<file path="src/rtl/key_cmd_scheduler.sv">
// Two-player keyboard command scheduler: per-player capture FSM and FIFO,
// round-robin arbitration with per-player cooldown onto one valid/ready channel.
module key_cmd_scheduler #(
    parameter int FIFO_DEPTH      = 4,
    parameter int COOLDOWN_CYCLES = 16
) (
    input  logic       clock,
    input  logic       reset_n,
    input  logic       kb0_ready,
    input  logic [2:0] kb0_data,
    output logic       kb0_read_fin,
    input  logic       kb1_ready,
    input  logic [2:0] kb1_data,
    output logic       kb1_read_fin,
    output logic       cmd_valid,
    output logic       cmd_player,
    output logic [2:0] cmd_code,
    input  logic       cmd_ready,
    output logic [1:0] drop_flag,
    input  logic       drop_clr
);

    localparam int PTR_W = $clog2(FIFO_DEPTH);
    localparam int CNT_W = PTR_W + 1;
    localparam int CD_W  = (COOLDOWN_CYCLES > 0) ? $clog2(COOLDOWN_CYCLES + 1) : 1;

    localparam logic [1:0] ST_IDLE     = 2'd0;
    localparam logic [1:0] ST_ACK      = 2'd1;
    localparam logic [1:0] ST_WAIT_CLR = 2'd2;

    logic [1:0] kb_ready;
    logic [2:0] kb_data [2];
    logic [1:0] read_fin;
    logic [1:0] push;
    logic [1:0] pop;
    logic [1:0] drop_set;
    logic [1:0] eligible;
    logic [2:0] head_code [2];

    logic       accept;
    logic       load_slot;
    logic       grant_any;
    logic       grant_sel;
    logic       rr_ptr;

    assign kb_ready   = {kb1_ready, kb0_ready};
    assign kb_data[0] = kb0_data;
    assign kb_data[1] = kb1_data;

    assign kb0_read_fin = read_fin[0];
    assign kb1_read_fin = read_fin[1];

    assign accept    = cmd_valid & cmd_ready;
    assign load_slot = ~cmd_valid | cmd_ready;

    for (genvar p = 0; p < 2; p++) begin : g_player
        logic [1:0]       state;
        logic [2:0]       cap_code;
        logic [2:0]       mem [FIFO_DEPTH];
        logic [PTR_W-1:0] wr_ptr;
        logic [PTR_W-1:0] rd_ptr;
        logic [CNT_W-1:0] count;
        logic [CD_W-1:0]  cd;
        logic             code_legal;
        logic             fifo_full;
        logic             cd_block;

        assign code_legal = (cap_code <= 3'd5);
        assign fifo_full  = (count == CNT_W'(FIFO_DEPTH));
        assign read_fin[p] = (state == ST_ACK);

        // A full FIFO still accepts a push when the arbiter pops it in the same cycle.
        assign push[p]     = (state == ST_ACK) && code_legal && (!fifo_full || pop[p]);
        assign drop_set[p] = (state == ST_ACK) && !push[p];
        assign head_code[p] = mem[rd_ptr];

        // The player being accepted this cycle is not yet cooling down, so mask it explicitly.
        assign cd_block    = (COOLDOWN_CYCLES != 0) && accept && (cmd_player == 1'(p));
        assign eligible[p] = (count != '0) && (cd == '0) && !cd_block;

        always_ff @(posedge clock or negedge reset_n) begin
            if (!reset_n) begin
                state <= ST_IDLE;
            end else begin
                case (state)
                    ST_IDLE:     if (kb_ready[p]) state <= ST_ACK;
                    ST_ACK:      state <= ST_WAIT_CLR;
                    ST_WAIT_CLR: if (!kb_ready[p]) state <= ST_IDLE;
                    default:     state <= ST_IDLE;
                endcase
            end
        end

        always_ff @(posedge clock) begin
            if (state == ST_IDLE && kb_ready[p]) cap_code <= kb_data[p];
        end

        always_ff @(posedge clock) begin
            if (push[p]) mem[wr_ptr] <= cap_code;
        end

        always_ff @(posedge clock or negedge reset_n) begin
            if (!reset_n) begin
                wr_ptr <= '0;
                rd_ptr <= '0;
                count  <= '0;
            end else begin
                if (push[p]) wr_ptr <= wr_ptr + PTR_W'(1);
                if (pop[p])  rd_ptr <= rd_ptr + PTR_W'(1);
                case ({push[p], pop[p]})
                    2'b10:   count <= count + CNT_W'(1);
                    2'b01:   count <= count - CNT_W'(1);
                    default: count <= count;
                endcase
            end
        end

        always_ff @(posedge clock or negedge reset_n) begin
            if (!reset_n) begin
                cd <= '0;
            end else if (accept && cmd_player == 1'(p)) begin
                cd <= CD_W'(COOLDOWN_CYCLES);
            end else if (cd != '0) begin
                cd <= cd - CD_W'(1);
            end
        end
    end

    // rr_ptr holds the player preferred on a tie; on an accept cycle the tie goes to the other player.
    always_comb begin
        grant_any = 1'b0;
        grant_sel = 1'b0;
        if (load_slot) begin
            grant_any = |eligible;
            if (&eligible) begin
                grant_sel = accept ? ~cmd_player : rr_ptr;
            end else begin
                grant_sel = eligible[1];
            end
        end
    end

    assign pop = grant_any ? (grant_sel ? 2'b10 : 2'b01) : 2'b00;

    always_ff @(posedge clock or negedge reset_n) begin
        if (!reset_n) begin
            cmd_valid  <= 1'b0;
            cmd_player <= 1'b0;
            cmd_code   <= 3'd0;
        end else if (load_slot) begin
            cmd_valid <= grant_any;
            if (grant_any) begin
                cmd_player <= grant_sel;
                cmd_code   <= head_code[grant_sel];
            end
        end
    end

    always_ff @(posedge clock or negedge reset_n) begin
        if (!reset_n) begin
            rr_ptr <= 1'b0;
        end else if (accept) begin
            rr_ptr <= ~cmd_player;
        end
    end

    always_ff @(posedge clock or negedge reset_n) begin
        if (!reset_n) begin
            drop_flag <= 2'b00;
        end else begin
            drop_flag <= (drop_flag & {2{~drop_clr}}) | drop_set;
        end
    end

endmodule

</file>
<file path="config.mk">
export PLATFORM = sky130hd
export DESIGN_NAME = key_cmd_scheduler
export DESIGN_NICKNAME = d
export VERILOG_FILES = /design/src/rtl/key_cmd_scheduler.sv
export SDC_FILE = /design/constraint.sdc
export NUM_CORES = 1
export LEC_CHECK = 0
export CAP_MARGIN = 20
export CORE_MARGIN = 10
export CORE_UTILIZATION = 50
export DETAILED_ROUTE_END_ITERATION = 8
export PLACE_DENSITY = 0.72
export SYNTH_ARGS = -nofsm -noshare
export SYNTH_HDL_FRONTEND = slang
export SYNTH_SLANG_ARGS = --single-unit
</file>
<file path="constraint.sdc">
create_clock -name clock -period 5.6 [get_ports clock]
set_input_delay 1.12 -clock clock [delete_from_list [all_inputs] [get_ports clock]]
set_output_delay 1.12 -clock clock [all_outputs]
set_load 0.01 [all_outputs]
</file>
==> flow_summary.toml <==
[die]
io_pins = 21
initial_core_util_pct = 51.8
rows = 28
die_h_um = 98.3
die_w_um = 98.3
die-area_mm2 = 0.00967
coreArea_mm2 = 0.00592

[cells_and_area]
final_cell_mix = "dfrtp_1, edfxtp_1, inv_1, clkdlybuf4s50_1"
diodes = 0
layout_commonest_cell = "dfrtp_1"
fin_cells = 339
drive_above_1_share_pct = 12.5
area_delta_synth_final_pct = 13.7
final_nets = 286

[detailed_routing]
drtIter0Drc = 118
viasPerCell = 5.23
ant_nets = 0
wl_per_cell_um = 14.4
wl_um = 4870
drc = 0
vias = 1774
drtPass1Iterations = 4

[global_route]
antenna_found_initial = 0
grt-ovfl-total = 0
grt_pass1_vias = 1791
grt_pass1_wl_um = 8470
grt_max_degree = 37
grt_use_total_pct = 10.8

[logic_synthesis]
synth.avg_cell_area_um2 = 13.0
yosysTopAreaCell = "dfrtp_1"
ys_ff_latch = 66
synthTopCellsByArea = "dfrtp_1, edfxtp_1, ha_1"
synth_edf_count = 30
yosys_warnings = 0
synth_cell_types = 49
synth_flop_cell = "dfrtp_1"
yosysSeqAreaShare_pct = 58.8
synth_top_area_share_pct = 29.4
syn_inst = 235
syn-num-nets = 262
synthArstFlopShare_pct = 54.5
synth_area_mm2 = 0.00307

[placement]
gp_congestion = 0.749
dp_cells = 323
portBuffers = 20
hpwl_um = 3660

[run]
drv_cap = 0

[timing]
grt_setup_unrepaired = "false"
skew_ns = 0.00699
worst_pin_slew_ns = 0.794
min_period_ns = 3.60
hold_ws_ns = 0.473
timing.final.crit_share_pct = 64.2
slew_headroom_pct = 47.1
slew_violations = 0
setup_viol = 0
tns_ns = 0
fmax_mhz = 278
hold_viol_final = 0

[outcome]
status = "finished, final reports clean"

[setup_path]
cp.arrival_ns = 3.84
crit_path_cell_trace = "clkdlybuf4s50_1, and3b_1, or4_1, nand3_1, and4_1, inv_1, ha_1, inv_1, fa_1, o21ai_0"
slowest_stage = "or4_1"
critPathMaxFanout = 8
critPathMostFrequentCell = "inv_1"
crit_path_start_kind = "input port"
crit_type = "input port to register"
slowest_delay_ns = 0.59
end_kind = "register"
worst_ep_required_time_ns = 5.85

[power_and_ir_drop]
internal-power_mw = 1.15
p_leak_nw = 1.42
switching_share_pct = 34.9
power.density_mw_per_mm2 = 509
vdd_drop_max_v = 0.000234
p_total_mw = 1.77
pwr-share-clk_pct = 19.0
combPwrFrac_pct = 34.6
power.switching_mw = 0.619
power_frac_seq_pct = 46.4

[clocking]
cts.repair.resized = 0
root_buffer = "clkbuf_8"
cts_setup_buffers = 0
clkSinkCount = 66
ctsHoldBuffers = 0
cts_buffer_depth = 2
cts_tree = "built"
h-tree-depth = 3
clock_latency_ns = 0.33
cts_buffers = 9
clk_pin_slew_ns = 0.07

[min_path]
min_path_type = "register to register"
==> layer usage <==
metal  track usage [%]  vias to the layer above  part of all wire [%]
met5                 0                        -                     0
met4              4.96                        0                   1.6
met3              4.51                        5                   5.4
met2              16.9                       34                    47
met1              12.5                      856                    46
li1                  -                      879                     -
==> final timing paths <==
check	start	end	slack, ns	cells past startpoint
min	g_player[0].state[0]$_DFFE_PN0P_	g_player[0].state[0]$_DFFE_PN0P_	0.47	1
min in group asynchronous	reset_n	g_player[0].cd[4]$_DFFE_PN0P_	0.86	1
min reg2reg	g_player[0].state[0]$_DFFE_PN0P_	g_player[0].state[0]$_DFFE_PN0P_	0.47	1
max in group asynchronous	reset_n	g_player[1].wr_ptr[0]$_DFFE_PN0P_	4.23	1
max reg2reg	g_player[0].cd[0]$_DFFE_PN0P_	g_player[0].count[1]$_DFFE_PN0P_	2.43	11
max	cmd_ready	g_player[0].count[1]$_DFFE_PN0P_	2.00	10
==> cell type report <==
| class | count | area [um2] |
|---|---|---|
| Timing Repair Buffer | 20 | 195 |
| Inverter | 19 | 71.3 |
| Multi-Input combinational cell | 143 | 1150 |
| Tap cell | 75 | 93.8 |
| Sequential cell | 66 | 1800 |
| Fill cell | 468 | 2430 |
| Clock inverter | 7 | 45.0 |
| Clock buffer | 9 | 124 |
==> flip-flops by register name, summed over array words and instances, names as in the netlist <==
signal and cells:
cmd_valid 1, g_player.rd_ptr 4, drop_flag 2, g_player.wr_ptr 4, cmd_player 1, g_player.cd 10
rr_ptr 1, g_player.mem 24, cmd_code 3, g_player.count 6, g_player.state 4, g_player.cap_code 6
==> metrics by stage <==
step                      instance area, um2  setup WS, ns  utilization [%]
after detailed placement                3320          1.70             56.0
final                                   3490          2.00             58.9
after CTS                               3490          2.04             58.9
after global routing                    3490          1.87             58.9
after global placement                  3320          1.75             56.0
after floorplan                         3070          2.34                -
==> worst max-delay path: cells and delay by family <==
| family | cells | cell delay (ns) |
|---|---|---|
| AOI/OAI and AO/OA | 1 | 0.18 |
| and+or+nand+nor | 4 | 1.31 |
| buffers and inverters | 3 | 0.61 |
| adders and majority gates | 2 | 0.62 |
==> synth_stat cells (2+ instances only) <==
| library cell | count |
|---|---|
| and2_1 | 4 |
| fa_1 | 2 |
| xor2_1 | 4 |
| a211oi_1 | 2 |
| or3_1 | 3 |
| nor2b_1 | 2 |
| and2_2 | 4 |
| nand3b_1 | 3 |
| nand2_1 | 15 |
| o22ai_1 | 2 |
| edfxtp_1 | 30 |
| nor2_1 | 15 |
| mux4_2 | 6 |
| or4_1 | 2 |
| ha_1 | 13 |
| nand2b_1 | 2 |
| nand3_1 | 4 |
| nor3_1 | 9 |
| dfrtp_1 | 36 |
| or4b_4 | 2 |
| mux2_2 | 2 |
| xnor2_1 | 9 |
| clkbuf_1 | 4 |
| a21oi_1 | 5 |
| inv_1 | 19 |
| nor3b_1 | 5 |
| mux2i_1 | 4 |
| o21ai_0 | 6 |
==> power groups by stage <==
stage                     Combinational, mW  Clock, mW  Sequential [mW]
after floorplan                       0.473          0            0.798
after global placement                0.606          0            0.830
after detailed placement              0.622          0            0.835
after CTS                             0.627      0.347            0.826
after global routing                  0.706      0.368            0.853
final                                 0.614      0.337            0.823
==> cell families after synthesis <==
group / synth area share, %
AND/OR/NAND/NOR: 14.7
AO/OA/AOI/OAI: 5.71
multiplexers: 6.94
XOR/XNOR: 3.71
flip-flops: 58.8
adder cells (fa/ha/maj): 6.61
buffers and inverters: 3.59
(Power assumes the default switching activity.)
